<file path="src/rtl/exec_sequencer_pkg.sv">
// Shared definitions for the RV32I execution sequencer: opcodes, funct3
// codes, instruction field positions, FSM state encoding and small helpers.
// Optional build macro used by the top: EXEC_SEQUENCER_RETIRE_COUNT_EN.
package exec_sequencer_pkg;

    // Major opcodes the sequencer can execute
    localparam logic [6:0] OPCODE_OP_IMM = 7'b0010011;
    localparam logic [6:0] OPCODE_OP     = 7'b0110011;

    // funct3 codes shared with the alu
    localparam logic [2:0] FUNCT3_ADD_SUB = 3'b000;
    localparam logic [2:0] FUNCT3_SLL     = 3'b001;
    localparam logic [2:0] FUNCT3_SLT     = 3'b010;
    localparam logic [2:0] FUNCT3_SLTU    = 3'b011;
    localparam logic [2:0] FUNCT3_XOR     = 3'b100;
    localparam logic [2:0] FUNCT3_SRL_SRA = 3'b101;
    localparam logic [2:0] FUNCT3_OR      = 3'b110;
    localparam logic [2:0] FUNCT3_AND     = 3'b111;

    // Instruction field bit ranges
    localparam int OPCODE_LSB = 0;
    localparam int OPCODE_MSB = 6;
    localparam int RD_LSB     = 7;
    localparam int RD_MSB     = 11;
    localparam int RS1_LSB    = 15;
    localparam int RS1_MSB    = 19;
    localparam int RS2_LSB    = 20;
    localparam int RS2_MSB    = 24;

    typedef enum logic [2:0] {
        FETCH      = 3'd0,
        FETCH_WAIT = 3'd1,
        DECODE     = 3'd2,
        EXECUTE    = 3'd3,
        WRITEBACK  = 3'd4,
        HALT       = 3'd5
    } state_e;

    // Memory delivers words in big-endian byte order; reverse into the IR.
    function automatic logic [31:0] byte_swap32(input logic [31:0] word);
        return {word[7:0], word[15:8], word[23:16], word[31:24]};
    endfunction

    // Only register-register and register-immediate ALU ops are executable.
    function automatic logic is_supported_opcode(input logic [6:0] opcode);
        logic ok;
        if ((opcode == OPCODE_OP_IMM) || (opcode == OPCODE_OP)) begin
            ok = 1'b1;
        end else begin
            ok = 1'b0;
        end
        return ok;
    endfunction

endpackage

</file>
<file path="src/rtl/exec_sequencer_fetch_unit.sv">
// Instruction fetch: drives the imem req/ack handshake, counts wait cycles
// for the bus-error timeout and byte-swaps the accepted word into the IR.
module exec_sequencer_fetch_unit
    import exec_sequencer_pkg::*;
#(
    parameter int FETCH_TIMEOUT = 16
) (
    input  logic        clk,
    input  logic        reset_n,
    input  logic        start,
    input  logic        waiting,
    input  logic [31:0] fetch_pc,
    input  logic        imem_ack,
    input  logic [31:0] imem_data,
    output logic        imem_req,
    output logic [31:0] imem_addr,
    output logic [31:0] ir,
    output logic        fetch_done,
    output logic        fetch_timeout
);

    // Counter only needs to reach FETCH_TIMEOUT-1; the cycle after that halts.
    localparam int CNT_W = (FETCH_TIMEOUT > 1) ? $clog2(FETCH_TIMEOUT) : 1;
    localparam logic [CNT_W-1:0] CNT_LAST = CNT_W'(FETCH_TIMEOUT - 1);

    logic [CNT_W-1:0] wait_cnt_r;
    logic             imem_req_r;
    logic [31:0]      imem_addr_r;
    logic [31:0]      ir_r;

    // An ack arriving on the timeout cycle takes priority over the timeout.
    assign fetch_done    = waiting & imem_ack;
    assign fetch_timeout = waiting & ~imem_ack & (wait_cnt_r == CNT_LAST);

    assign imem_req  = imem_req_r;
    assign imem_addr = imem_addr_r;
    assign ir        = ir_r;

    // Handshake, wait counter and instruction register update
    always_ff @(posedge clk) begin
        if (!reset_n) begin
            imem_req_r  <= 1'b0;
            imem_addr_r <= 32'h0000_0000;
            ir_r        <= 32'h0000_0000;
            wait_cnt_r  <= {CNT_W{1'b0}};
        end else if (start) begin
            imem_req_r  <= 1'b1;
            imem_addr_r <= fetch_pc;
            wait_cnt_r  <= {CNT_W{1'b0}};
        end else if (fetch_done) begin
            imem_req_r <= 1'b0;
            ir_r       <= byte_swap32(imem_data);
        end else if (fetch_timeout) begin
            imem_req_r <= 1'b0;
        end else if (waiting) begin
            wait_cnt_r <= wait_cnt_r + CNT_W'(1);
        end else begin
            imem_req_r <= 1'b0;
        end
    end

endmodule

</file>
<file path="src/rtl/exec_sequencer.sv">
// Multi-cycle control FSM for the RV32I core: fetch, decode, execute on the
// external alu, write back to the external register file.
// Build macro EXEC_SEQUENCER_RETIRE_COUNT_EN adds a 64-bit retired
// instruction counter on output port instret.
module exec_sequencer
    import exec_sequencer_pkg::*;
#(
    parameter logic [31:0] RESET_PC      = 32'h0000_0000,
    parameter int          FETCH_TIMEOUT = 16
) (
    input  logic        clk,
    input  logic        reset_n,
    output logic        imem_req,
    output logic [31:0] imem_addr,
    input  logic        imem_ack,
    input  logic [31:0] imem_data,
    output logic [4:0]  rf_rs1_addr,
    output logic [4:0]  rf_rs2_addr,
    input  logic [31:0] rf_rs1_data,
    input  logic [31:0] rf_rs2_data,
    output logic        rf_we,
    output logic [4:0]  rf_rd_addr,
    output logic [31:0] rf_wd,
    output logic [31:0] alu_instruction,
    output logic [31:0] alu_op_a,
    output logic [31:0] alu_op_b,
    input  logic [31:0] alu_out,
    output logic [31:0] pc,
    output logic        halted,
    output logic        illegal,
    output logic        bus_error
`ifdef EXEC_SEQUENCER_RETIRE_COUNT_EN
    ,
    output logic [63:0] instret
`endif
);

    state_e      state_r;
    logic [31:0] pc_r;
    logic [31:0] result_r;
    logic [31:0] alu_instr_r;
    logic [31:0] op_a_hold_r;
    logic [31:0] op_b_hold_r;
    logic        rf_we_r;
    logic [4:0]  rf_rd_addr_r;
    logic        halted_r;
    logic        illegal_r;
    logic        bus_error_r;
    logic [31:0] ir_s;
    logic        fetch_done_s;
    logic        fetch_timeout_s;
    logic        fetch_start_s;
    logic        fetch_waiting_s;
    logic [31:0] alu_op_a_s;
    logic [31:0] alu_op_b_s;
`ifdef EXEC_SEQUENCER_RETIRE_COUNT_EN
    logic [63:0] instret_r;
    assign instret = instret_r;
`endif

    assign fetch_start_s   = (state_r == FETCH);
    assign fetch_waiting_s = (state_r == FETCH_WAIT);

    exec_sequencer_fetch_unit #(
        .FETCH_TIMEOUT (FETCH_TIMEOUT)
    ) u_fetch (
        .clk           (clk),
        .reset_n       (reset_n),
        .start         (fetch_start_s),
        .waiting       (fetch_waiting_s),
        .fetch_pc      (pc_r),
        .imem_ack      (imem_ack),
        .imem_data     (imem_data),
        .imem_req      (imem_req),
        .imem_addr     (imem_addr),
        .ir            (ir_s),
        .fetch_done    (fetch_done_s),
        .fetch_timeout (fetch_timeout_s)
    );

    // Operands follow the register file live in EXECUTE and hold otherwise
    always_comb begin
        alu_op_a_s = op_a_hold_r;
        alu_op_b_s = op_b_hold_r;
        if (state_r == EXECUTE) begin
            alu_op_a_s = rf_rs1_data;
            alu_op_b_s = rf_rs2_data;
        end else begin
            alu_op_a_s = op_a_hold_r;
            alu_op_b_s = op_b_hold_r;
        end
    end

    assign rf_rs1_addr     = ir_s[RS1_MSB:RS1_LSB];
    assign rf_rs2_addr     = ir_s[RS2_MSB:RS2_LSB];
    assign rf_we           = rf_we_r;
    assign rf_rd_addr      = rf_rd_addr_r;
    assign rf_wd           = result_r;
    assign alu_instruction = alu_instr_r;
    assign alu_op_a        = alu_op_a_s;
    assign alu_op_b        = alu_op_b_s;
    assign pc              = pc_r;
    assign halted          = halted_r;
    assign illegal         = illegal_r;
    assign bus_error       = bus_error_r;

    // Sequencer FSM with registered control and status outputs
    always_ff @(posedge clk) begin
        if (!reset_n) begin
            state_r      <= FETCH;
            pc_r         <= RESET_PC;
            result_r     <= 32'h0000_0000;
            alu_instr_r  <= 32'h0000_0000;
            op_a_hold_r  <= 32'h0000_0000;
            op_b_hold_r  <= 32'h0000_0000;
            rf_we_r      <= 1'b0;
            rf_rd_addr_r <= 5'd0;
            halted_r     <= 1'b0;
            illegal_r    <= 1'b0;
            bus_error_r  <= 1'b0;
`ifdef EXEC_SEQUENCER_RETIRE_COUNT_EN
            instret_r    <= 64'd0;
`endif
        end else begin
            case (state_r)
                FETCH: begin
                    state_r <= FETCH_WAIT;
                end
                FETCH_WAIT: begin
                    if (fetch_done_s) begin
                        state_r <= DECODE;
                    end else if (fetch_timeout_s) begin
                        state_r     <= HALT;
                        bus_error_r <= 1'b1;
                        halted_r    <= 1'b1;
                    end else begin
                        state_r <= FETCH_WAIT;
                    end
                end
                DECODE: begin
                    if (is_supported_opcode(ir_s[OPCODE_MSB:OPCODE_LSB])) begin
                        alu_instr_r <= ir_s;
                        state_r     <= EXECUTE;
                    end else begin
                        illegal_r <= 1'b1;
                        halted_r  <= 1'b1;
                        state_r   <= HALT;
                    end
                end
                EXECUTE: begin
                    result_r     <= alu_out;
                    op_a_hold_r  <= rf_rs1_data;
                    op_b_hold_r  <= rf_rs2_data;
                    rf_rd_addr_r <= ir_s[RD_MSB:RD_LSB];
                    // x0 is hardwired to zero, so never pulse a write to it
                    rf_we_r      <= (ir_s[RD_MSB:RD_LSB] != 5'd0);
                    state_r      <= WRITEBACK;
                end
                WRITEBACK: begin
                    rf_we_r   <= 1'b0;
                    pc_r      <= pc_r + 32'd4;
`ifdef EXEC_SEQUENCER_RETIRE_COUNT_EN
                    instret_r <= instret_r + 64'd1;
`endif
                    state_r   <= FETCH;
                end
                HALT: begin
                    rf_we_r <= 1'b0;
                    state_r <= HALT;
                end
                default: begin
                    // Corrupted state encoding: stop the core safely
                    rf_we_r  <= 1'b0;
                    halted_r <= 1'b1;
                    state_r  <= HALT;
                end
            endcase
        end
    end

endmodule

</file>
<file path="config.mk">
export PLATFORM = sky130hd
export DESIGN_NAME = exec_sequencer
export DESIGN_NICKNAME = d
export VERILOG_FILES = /design/src/rtl/exec_sequencer_pkg.sv /design/src/rtl/exec_sequencer_fetch_unit.sv /design/src/rtl/exec_sequencer.sv
export SDC_FILE = /design/constraint.sdc
export NUM_CORES = 1
export LEC_CHECK = 0
export CORE_MARGIN = 3
export CORE_UTILIZATION = 35
export DETAILED_ROUTE_END_ITERATION = 10
export HOLD_SLACK_MARGIN = 0.08
export PLACE_DENSITY = 0.76
export SYNTH_ARGS = -nofsm -noshare
export SYNTH_HDL_FRONTEND = slang
export SYNTH_HIERARCHICAL = 1
export SYNTH_SLANG_ARGS = --single-unit
</file>
<file path="constraint.sdc">
create_clock -name clk -period 6 [get_ports clk]
set_input_delay 1.2 -clock clk [delete_from_list [all_inputs] [get_ports clk]]
set_output_delay 1.2 -clock clk [all_outputs]
set_load 0.02 [all_outputs]
</file>
# Word-level counts from Yosys, hierarchy flattened
# Cells that the tools add are included.
# totals
register_bits,241
inputBits,131
word_cells,69
# op_classes
add_sub_neg,2
n_eq_ne,12
n_mux,18
bitwise_logic,10
n_reduce_logical,12
# op_table
operator,n
two-way mux 32 bit,2
adder 32 x 3 -> 32 bit (second input constant),1
one-hot mux 3 bit (5 select lines),1
two-way mux 1 bit,10
two-way mux 3 bit,3
equality test 7 x 5 -> 1 bit (second input constant),1
equality test 7 x 6 -> 1 bit (second input constant),1
NOT 1 bit,7
equality test 3 x 2 -> 1 bit (second input constant),2
equality test 3 bit (second input constant),2
!= test 2 bit (second input constant),3
AND reduction 2 bit,3
AND reduction 3 bit,2
nonzero test 5 bit,1
adder 4 x 1 -> 4 bit (second input constant),1
equality test 4 bit (second input constant),1
!= test 4 bit (second input constant),1
AND reduction 4 bit,1
OR reduction 4 bit,1
bitwise AND 1 bit,3
equality test 3 x 1 -> 1 bit (second input constant),1
zero test 3 bit,1
one-hot mux 1 bit (3 select lines),1
OR reduction 3 bit,1
3 further kinds,3

# Logic depth before layout (Yosys ltp)
# Gate-level depths: netlist (run 1).
# depth
ltp_word,7
mapped_depth,9

# Modules after synthesis
# Netlist (run 1), hierarchy kept.
# by_module_without_submodules
module,instances,cells_per_inst,area_per_inst_um2
exec_sequencer,1,686,6646.4
exec_sequencer_fetch_unit,1,271,2778.9

# Worst setup path after synthesis (run 1)
# Ideal clock, no wire load.
# synth_timing
path_kind,input to output
from,in rf_rs1_data[0]
to,out alu_op_a[0]
arrival_ns,1.509
slack_ns,3.291
path_stages,1
cell_sequence,mux2_2
# synth_between
elab_chain_len,1
# synth_rtl
element,line_no,rtl
from (decl),exec_sequencer.sv:19,"input logic [31:0] rf_rs1_data,"
two-way mux 32 bit,exec_sequencer.sv:85,if (state_r == EXECUTE) begin
to (decl),exec_sequencer.sv:25,"output logic [31:0] alu_op_a,"
# No other way between the ends.

# Final worst setup path (run 1)
# layout_timing
from,reg state_r[1]
to,out alu_op_b[29]
# layout_between
elab_chain_len,2
# layout_rtl
element,line_no,rtl
from (decl),exec_sequencer.sv:38,state_e state_r;
from (signal assigned),exec_sequencer.sv:110,state_r <= FETCH;
from (signal assigned),exec_sequencer.sv:127,state_r <= FETCH_WAIT;
from (signal assigned),exec_sequencer.sv:131,state_r <= DECODE;
equality test 3 x 2 -> 1 bit,exec_sequencer.sv:85,
two-way mux 32 bit,exec_sequencer.sv:85,
to (decl),exec_sequencer.sv:26,"output logic [31:0] alu_op_b,"
# No other way between the ends.

==> impl_metrics.ini, run 1 <==
[placed_design]
hpwl_um = 18600
dpl_cell_area_um2 = 13000
place.port_buffers = 340
gp_congestion = 0.817

[grt]
antenna_found_initial = 0
track_usage_pct = 17.5
overflow = 0
grt_pass1_wl_um = 41500
grt_max_degree = 101
grt_pass1_vias = 7833

[yosys]
yosys_warnings = 6
yosys-top-cells-area = dfxtp_1, mux2_2, mux2i_1
synth_edf_count = 0
avgSynthCellArea_um2 = 9.85
synthDominantCellAreaShare_pct = 50.8
ys.flop_type = dfxtp_1
yosys.area_share.simple_pct = 20.8
yosys.cell_types.count = 47
netlist_instances = 957
synth_top_family_by_area = simple AND/OR/NAND/NOR gates
ys_async_sr_fraction_pct = 0
yosysSeqAreaShare_pct = 50.8
synth-compound-area-share_pct = 9.40
synthAdderAreaFrac_pct = 0.265
synth_xor_area_share_pct = 0.743
synthMuxAreaShare_pct = 14.1
yosys.area.top_type = dfxtp_1
ys_ff_latch = 239
syn_area_um2 = 9430

[timing]
worst_pin_slew_ns = 0.919
fmax_ghz = 0.217
skew_ns = 0.0121
min_period_over_period_pct = 76.8
timing.hold.ws_ns = 0.443
period_minus_slack_ns = 4.61
setup_viol_count_final = 0
rsz0062_at_grt = false
slew_violations = 0
hold_viol = 0
setup_tns_ns = 0
slew_headroom_pct = 38.6

[critical_path]
path_cells = inv_1, nor2_4, buf_12, mux2_2, clkdlybuf4s50_1
r2r-start = state_r[1]
r2r_cells = 5
path_class = flip-flop to output port
crit_slowest_cell = nor2_4
regToRegSetupSlack_ns = 3.38
worstPathRequired_ns = 4.80
setup.worst_path.end_class = output port
arrival_ns = 3.41
cpPeakStageDelay_ns = 0.73
critical_path_peak_fanout = 72
crit-reg2reg-capture = op_b_hold_r[26]
crit_path_start_kind = flip-flop

[finish]
final_common_cell = clkdlybuf4s50_1
final_cell_mix = clkdlybuf4s50_1, dfxtp_1, nand2_1
final_cell_area_um2 = 13900
seq_area_um2 = 4780
multi_input_area_um2 = 4310
syn_to_final_growth_pct = 47.1
drive_above_1_share_pct = 12.0
fillCellCount = 2367
final_nets = 1405
antennaDiodeCount = 0

[routing]
ant_nets = 0
drc = 0
drtIter0Drc = 399
drt-vias-per-instance = 4.83
wl_per_cell_um = 16.4
drtPass1Iterations = 4
vias = 7855
drt_wl_total_um = 26600

[cts]
htree_levels = 1
clock_sinks = 239
clk_path_buf_depth = 3
path_clk_slew_ns = 0.06
clock_latency_ns = 0.52
cts_buffers = 27
cts_hold_buf = 0
postCtsSetupBuffers = 0
cts_tree = done
cts_resized = 0
cts-root-buf = clkbuf_16

[die]
num_rows = 59
initial_core_util_pct = 35.9
die_height_um = 170
die-area_um2 = 28900
die_x_um = 170
num_io_pins = 343
core-area_um2 = 26300

[flow_run]
maxCapViolCount = 0

[min_path]
hold_class = flip-flop to flip-flop
hold_depth = 2
hold_end = alu_instruction[0]
hold_start = alu_instruction[0]

[power_and_ir_drop]
finalPower_uw = 3420
p_leak_uw = 0.00522
power_density_nw_per_um2 = 246
ir_drop_mv = 0.186

[run_status]
status = complete, no violations
-- cell usage after synthesis, drive strengths merged (2+ instances only) --
cell and instances:
and4 7, nor3b 2, ha 2, nor4 4, and4b 2, and2 68
nor3 4, xnor2 4, clkbuf 31, mux2 64, a21oi 63, o31ai 16
o21a 2, nand2 154, nor2b 34, buf 34, xor2 4, mux2i 61
o21ai 4, nand4 12, nor2 40, nand2b 8, or3 4, dfxtp 239
nand3 15, inv 10, and3 8, or4 16, a21boi 33
-- layer usage --
metal	share of wire [%]	vias to the layer above	wire [µm]	global-route usage (%)
li1	-	3882	-	-
met1	41	3640	11000	20.5
met2	47	280	12500	30.6
met3	8.4	53	2240	5.41
met4	3.1	0	820	5.64
met5	0	-	0	0
-- through the flow --
step,cells,setup WS (ns),util [%]
floorplan,960,3.29,-
global placement,1578,2.01,49.6
detailed placement,1578,1.91,49.6
CTS,1627,1.36,52.8
global route,1627,1.17,52.8
finish,1627,1.39,52.8
-- cells by family after synthesis --
kind of cell               Yosys count
adders and majority gates            2
xor gates and xnor gates             8
AOI/OAI and AO/OA                  125
DFF                                239
buffers and inverters               75
other                                1
and+or+nand+nor                    382
muxes                              125
-- worst max path at each step --
stage | from | to | slack [ns] | cells after the start
after floorplan | rf_rs1_data[0] | alu_op_a[0] | 3.29 | 1
after global placement | state_r[1] | alu_op_a[7] | 2.01 | 5
after detailed placement | state_r[1] | alu_op_b[12] | 1.91 | 5
after CTS | state_r[1] | alu_op_b[12] | 1.36 | 5
after global routing | state_r[1] | alu_op_b[12] | 1.17 | 5
final | state_r[1] | alu_op_b[29] | 1.39 | 5
-- worst max-delay path: cells and delay by family, from the launching register on --
family	cells	cell delay (ns)
buffers and inverters	3	1.12
flip-flops	1	0.58
AND/OR/NAND/NOR	1	0.73
multiplexers	1	0.39
-- flip-flops by register name, summed over array words and instances (netlist names), 5 cells and up --
name               cells
op_b_hold_r           32
op_a_hold_r           32
rf_wd                 32
u_fetch/ir            32
alu_instruction       32
u_fetch/imem_addr     32
rf_rd_addr             5
pc                    30
-- where the power goes --
part	internal (µW)	leakage [µW]	switching [µW]
clock	899	0.000416	650
sequential	1610	0.00193	11.8
combinational	142	0.00288	109
-- layout make-up --
class                      instances  share of cell area (%)
sequential                       239                    34.5
clock inverter                    12                   0.514
clock buffer                      37                    5.58
timing repair buffer             348                    25.0
multi-input combinational        646                    31.1
tap                              335                    3.02
inverter                          10                   0.280
Note: power is estimated with default switching activity, not from simulation.
==> inputs of run 2 (changes only) <==
==> constraint.sdc (replaced) <==
create_clock -name clk -period 4.58 [get_ports clk]
set_input_delay 0.916 -clock clk [delete_from_list [all_inputs] [get_ports clk]]
set_output_delay 0.916 -clock clk [all_outputs]
set_load 0.02 [all_outputs]
==> run 2 against run 1 <==
Compared with the run above:
- power grew 37%
- count of clock-buffer cells in the layout shrank 1
- worst setup slack lost 0.64 ns
- critical path type unchanged
- critical endpoint is now alu_op_b[23]
- largest power group is now the clock network
==> impl_metrics.ini, run 2 (same netlist as run 1, synthesis figures left out) <==
[placed_design]
gp_congestion = 0.778
dp.cells = 1579
hpwl_um = 18500
place.port_buffers = 340
pre_cts_ws_ns = 1.31

[cts]
cts_hold_buf = 0
cts_buffers = 27
path_clk_slew_ns = 0.06
clock_latency_ns = 0.54
cts_tree = done
htree_levels = 1
clk_path_buf_depth = 3
cts_resized = 0
postCtsSetupBuffers = 0
clock_sinks = 239
cts-root-buf = clkbuf_16

[routing]
route.met2.wl_um = 12700
vias = 7857
ant_nets = 0
met3_length_um = 2170
drtPass1Iterations = 4
drc = 0
drtIter0Drc = 347
wl_per_cell_um = 16.3
wl_met1_um = 10900
drt-vias-per-instance = 4.82
drt_wl_total_um = 26600
top_layer = met4

[timing]
worst_pin_slew_ns = 1.04
slew_violations = 0
setup_viol_count_final = 0
period_minus_slack_ns = 3.83
setup_tns_ns = 0
rsz0062_at_grt = false
min_period_over_period_pct = 83.7
skew_ns = 0.0167
fmax_ghz = 0.261
worst_slack_ns = 0.748
slew_headroom_pct = 30.5
hold_viol = 0

[critical_path]
arrival_ns = 2.92
cpPeakStageDelay_ns = 0.59
path_cells = inv_1, nor2_4, buf_12, mux2_2, clkdlybuf4s50_1
path_class = flip-flop to output port
setup.worst_path.end_class = output port
crit_slowest_cell = dfxtp_1
worstPathRequired_ns = 3.66
critical_path_peak_fanout = 101
crit_path_start_kind = flip-flop

[die]
die_height_um = 170
num_rows = 59
num_io_pins = 343
die-area_um2 = 28900
initial_core_util_pct = 35.9
core-area_um2 = 26300
die_x_um = 170

[grt]
grt_max_degree = 119
antenna_found_initial = 1
track_usage_pct = 17.5
grt_pass1_vias = 7688
grt_pass1_wl_um = 41400
overflow = 0

[power_and_ir_drop]
p_sw_uw = 1010
power_density_nw_per_um2 = 336
intPower_uw = 3680
p_leak_uw = 0.00528
seq_power_share_pct = 45.2
pwr-share-comb_pct = 7.0
p_clk_share_pct = 47.9
switching_share_pct = 21.6
ir_drop_mv = 0.280

[finish]
fillCellCount = 2305
syn_to_final_growth_pct = 48.2
final_nets = 1406
final_common_cell = clkdlybuf4s50_1
final_cell_mix = clkdlybuf4s50_1, dfxtp_1, nand2_1
fin_util_pct = 53.2
final_cells = 1630
drive_above_1_share_pct = 12.1

[run_status]
status = complete, no violations

[min_path]
hold_class = flip-flop to flip-flop

[flow_run]
maxCapViolCount = 0
-- run 2: cell types whose count changed in the layout (fill, tap and decap cells not counted), sizes merged --
cell,previous run,this run
bufinv,0,4
clkinvlp,3,0
inv,9,11
buf,9,10
clkbuf,37,36
clkinv,10,9
diode,0,1
-- run 2: power groups by stage --
stage	logic (µW)	clock network [µW]	registers [µW]
5_1_grt	351	2400	2120
6_report	326	2250	2120
3_3_place_gp	326	0	2160
2_1_floorplan	147	0	2170
3_5_place_dp	329	0	2160
4_1_cts	331	2320	2120
-- run 2: worst paths after layout --
check	depth (start not counted)	endpoint	slack [ns]	start
max	5	alu_op_b[23]	0.75	state_r[1]
min	2	bus_error	0.45	bus_error
min reg2reg	2	bus_error	0.45	bus_error
max reg2reg	5	halted	2.05	state_r[1]
-- run 2: cell type report --
type	instances	area, µm²	share of cell area (%)
Clock inverter	14	178	1.27
Inverter	10	38.8	0.278
Tap cell	335	419	3.00
Multi-Input combinational cell	646	4310	30.8
Timing Repair Buffer	349	3480	24.9
Sequential cell	239	4780	34.3
Clock buffer	36	759	5.44
Antenna cell	1	2.50	0.0179
-- run 2: routing by layer --
| layer | up-vias | global-route usage, % |
|---|---|---|
| met5 | - | 0 |
| met4 | 0 | 5.26 |
| met3 | 43 | 5.09 |
| met2 | 262 | 29.9 |
| met1 | 3679 | 21.3 |
| li1 | 3873 | - |
-- run 2: worst max-delay path, delay by kind of cell (launching register included) --
| kind | cells | cell delay (ns) |
|---|---|---|
| flops | 1 | 0.59 |
| buf+inv | 3 | 1.19 |
| simple gates | 1 | 0.16 |
| mux | 1 | 0.41 |
-- run 2: per-stage QoR --
stage               power, µW  hold WS [ns]  area [µm²]
floorplan                2320         0.443        9440
global route             4870         0.473       14000
finish                   4690         0.451       14000
CTS                      4770         0.454       14000
detailed placement       2490         0.446       13000
global placement         2490         0.432       13000
==> inputs of run 3 (changes only) <==
==> constraint.sdc (replaced) <==
create_clock -name clk -period 3.7 [get_ports clk]
set_input_delay 0.74 -clock clk [delete_from_list [all_inputs] [get_ports clk]]
set_output_delay 0.74 -clock clk [all_outputs]
set_load 0.02 [all_outputs]
==> run 3 against run 2 <==
Compared with the run above:
- non-clock buffer count rose by 2
- worst setup slack got worse by 0.57 ns
- register-to-register slack got worse by 0.81 ns
- first-iteration DRC count fell by 7.2%
- core utilization fell by 0.21 points
- count of clock-buffer cells in the layout fell by 2
- worst hold slack got worse by 0.0060 ns
- cell count did not move
- combinational power rose by 25%
- critical path depth did not move
- global-route usage fell by 0.077 points
- wire length rose by 1.1%
- largest cell class unchanged
==> impl_metrics.ini, run 3 (same netlist as run 1, synthesis figures left out) <==
[critical_path]
cpPeakStageDelay_ns = 0.54
cp-startpoint = state_r[0]
r2r-start = pc[10]
crit_path_start_kind = flip-flop
timing.critical_path.max_delay_family = buffers and inverters
critical_path_peak_fanout = 50
path_cells = nand2b_1, nor2_4, clkbuf_8, mux2_2, clkdlybuf4s50_1
timing.critical_path.buf_inv = 2
arrival_ns = 2.79
crit_slowest_cell = clkdlybuf4s50_1
path_class = flip-flop to output port
worstPathRequired_ns = 2.96
setup.worst_path.end_class = output port

[die]
core-area_um2 = 26300
die-area_um2 = 28900
num_rows = 59
num_io_pins = 343
die_height_um = 170
initial_core_util_pct = 35.9
die_x_um = 170

[run_status]
status = complete, no violations

[finish]
final_cell_area_um2 = 13900
multi_input_area_um2 = 4310
final_nets = 1407
syn_to_final_growth_pct = 47.6
final_cell_mix = clkdlybuf4s50_1, dfxtp_1, nand2_1
final_common_cell = clkdlybuf4s50_1
fillCellCount = 2307
seq_area_um2 = 4790
final_cells = 1630
drive_above_1_share_pct = 12.0
fin_util_pct = 52.9

[power_and_ir_drop]
pwr-share-comb_pct = 7.3
intPower_uw = 4370
switching_share_pct = 22.2
power_density_nw_per_um2 = 403
finalPower_uw = 5610
ir_drop_mv = 0.247
p_clk_share_pct = 46.0
p_leak_uw = 0.00524
p_sw_uw = 1240
seq_power_share_pct = 46.7

[grt]
antenna_found_initial = 2
grt_max_degree = 120
track_usage_pct = 17.4
overflow = 0
grt_pass1_wl_um = 41100
grt_pass1_vias = 7622

[cts]
cts-root-buf = clkbuf_16
path_clk_slew_ns = 0.06
cts_tree = done
htree_levels = 1
clock_sinks = 239
clock_latency_ns = 0.54
cts_buffers = 26
postCtsSetupBuffers = 0
clk_path_buf_depth = 3

[timing]
slew_violations = 0
setup_viol_count_final = 0
fmax_ghz = 0.284
rsz0062_at_grt = false
slew_headroom_pct = 31.9
setup_tns_ns = 0
hold_viol = 0
min_period_over_period_pct = 95.3
period_minus_slack_ns = 3.53
worst_pin_slew_ns = 1.02
skew_ns = 0.0280

[routing]
ant_nets = 0
drc = 0
drtPass1Iterations = 4
drtIter0Drc = 322
wl_per_cell_um = 16.5
vias = 7841
drt-vias-per-instance = 4.81
drt_wl_total_um = 26800

[placed_design]
dp.cells = 1580
place.port_buffers = 340
hpwl_um = 18600
dpl_cell_area_um2 = 13000
gp_congestion = 0.759

[flow_run]
maxCapViolCount = 0

[min_path]
hold_start = alu_instruction[4]
hold_class = flip-flop to flip-flop
## run 3: final cells by class
cell class,count,area share [%]
antenna,1,0.0180
clock buffer,34,4.96
clock inverter,14,1.18
inverter,10,0.279
multi-input combinational,646,31.0
sequential,239,34.4
tap,335,3.01
timing repair buffer,351,25.2
## run 3: worst register-to-register path, delay by kind of cell (launching register included)
kind | cells | cell delay [ns]
simple gates | 3 | 1.71
flops | 1 | 0.50
compound gates | 1 | 0.16
## run 3: repair_timing
| action | in CTS | in global routing |
|---|---|---|
| setup endpoints to repair | 0 | 64 |
| hold buffers | 0 | 0 |
| resized for setup | 0 | 4 |
## run 3: metrics by stage
stage / hold WS, ns / worst slack [ns]
3_3_place_gp: 0.433 / 0.697
3_5_place_dp: 0.439 / 0.648
5_1_grt: 0.457 / 0.0289
2_1_floorplan: 0.443 / 1.46
6_report: 0.445 / 0.175
4_1_cts: 0.449 / 0.0582
## run 3: path summary, 6_finish.rpt
check	to	slack [ns]	cells after the start
worst max-delay path	alu_op_b[21]	0.17	5
worst min-delay path	alu_instruction[4]	0.44	2
worst max register to register	pc[23]	1.24	4
worst min register to register	alu_instruction[4]	0.44	2
## run 3: routing by layer
metal | GRT usage (%) | part of all wire, % | vias up
met4 | 5.68 | 3.0 | 2
met3 | 5.25 | 8.3 | 45
met1 | 21.0 | 41 | 3655
li1 | - | - | 3874
met5 | 0 | 0.048 | -
met2 | 29.6 | 48 | 265
## run 3: power by group through the flow
stage	registers (µW)	logic [µW]	clock network, µW
CTS	2620	413	2660
global placement	2680	405	0
detailed placement	2680	411	0
floorplan	2690	182	0
finish	2620	408	2580
global route	2620	437	2760
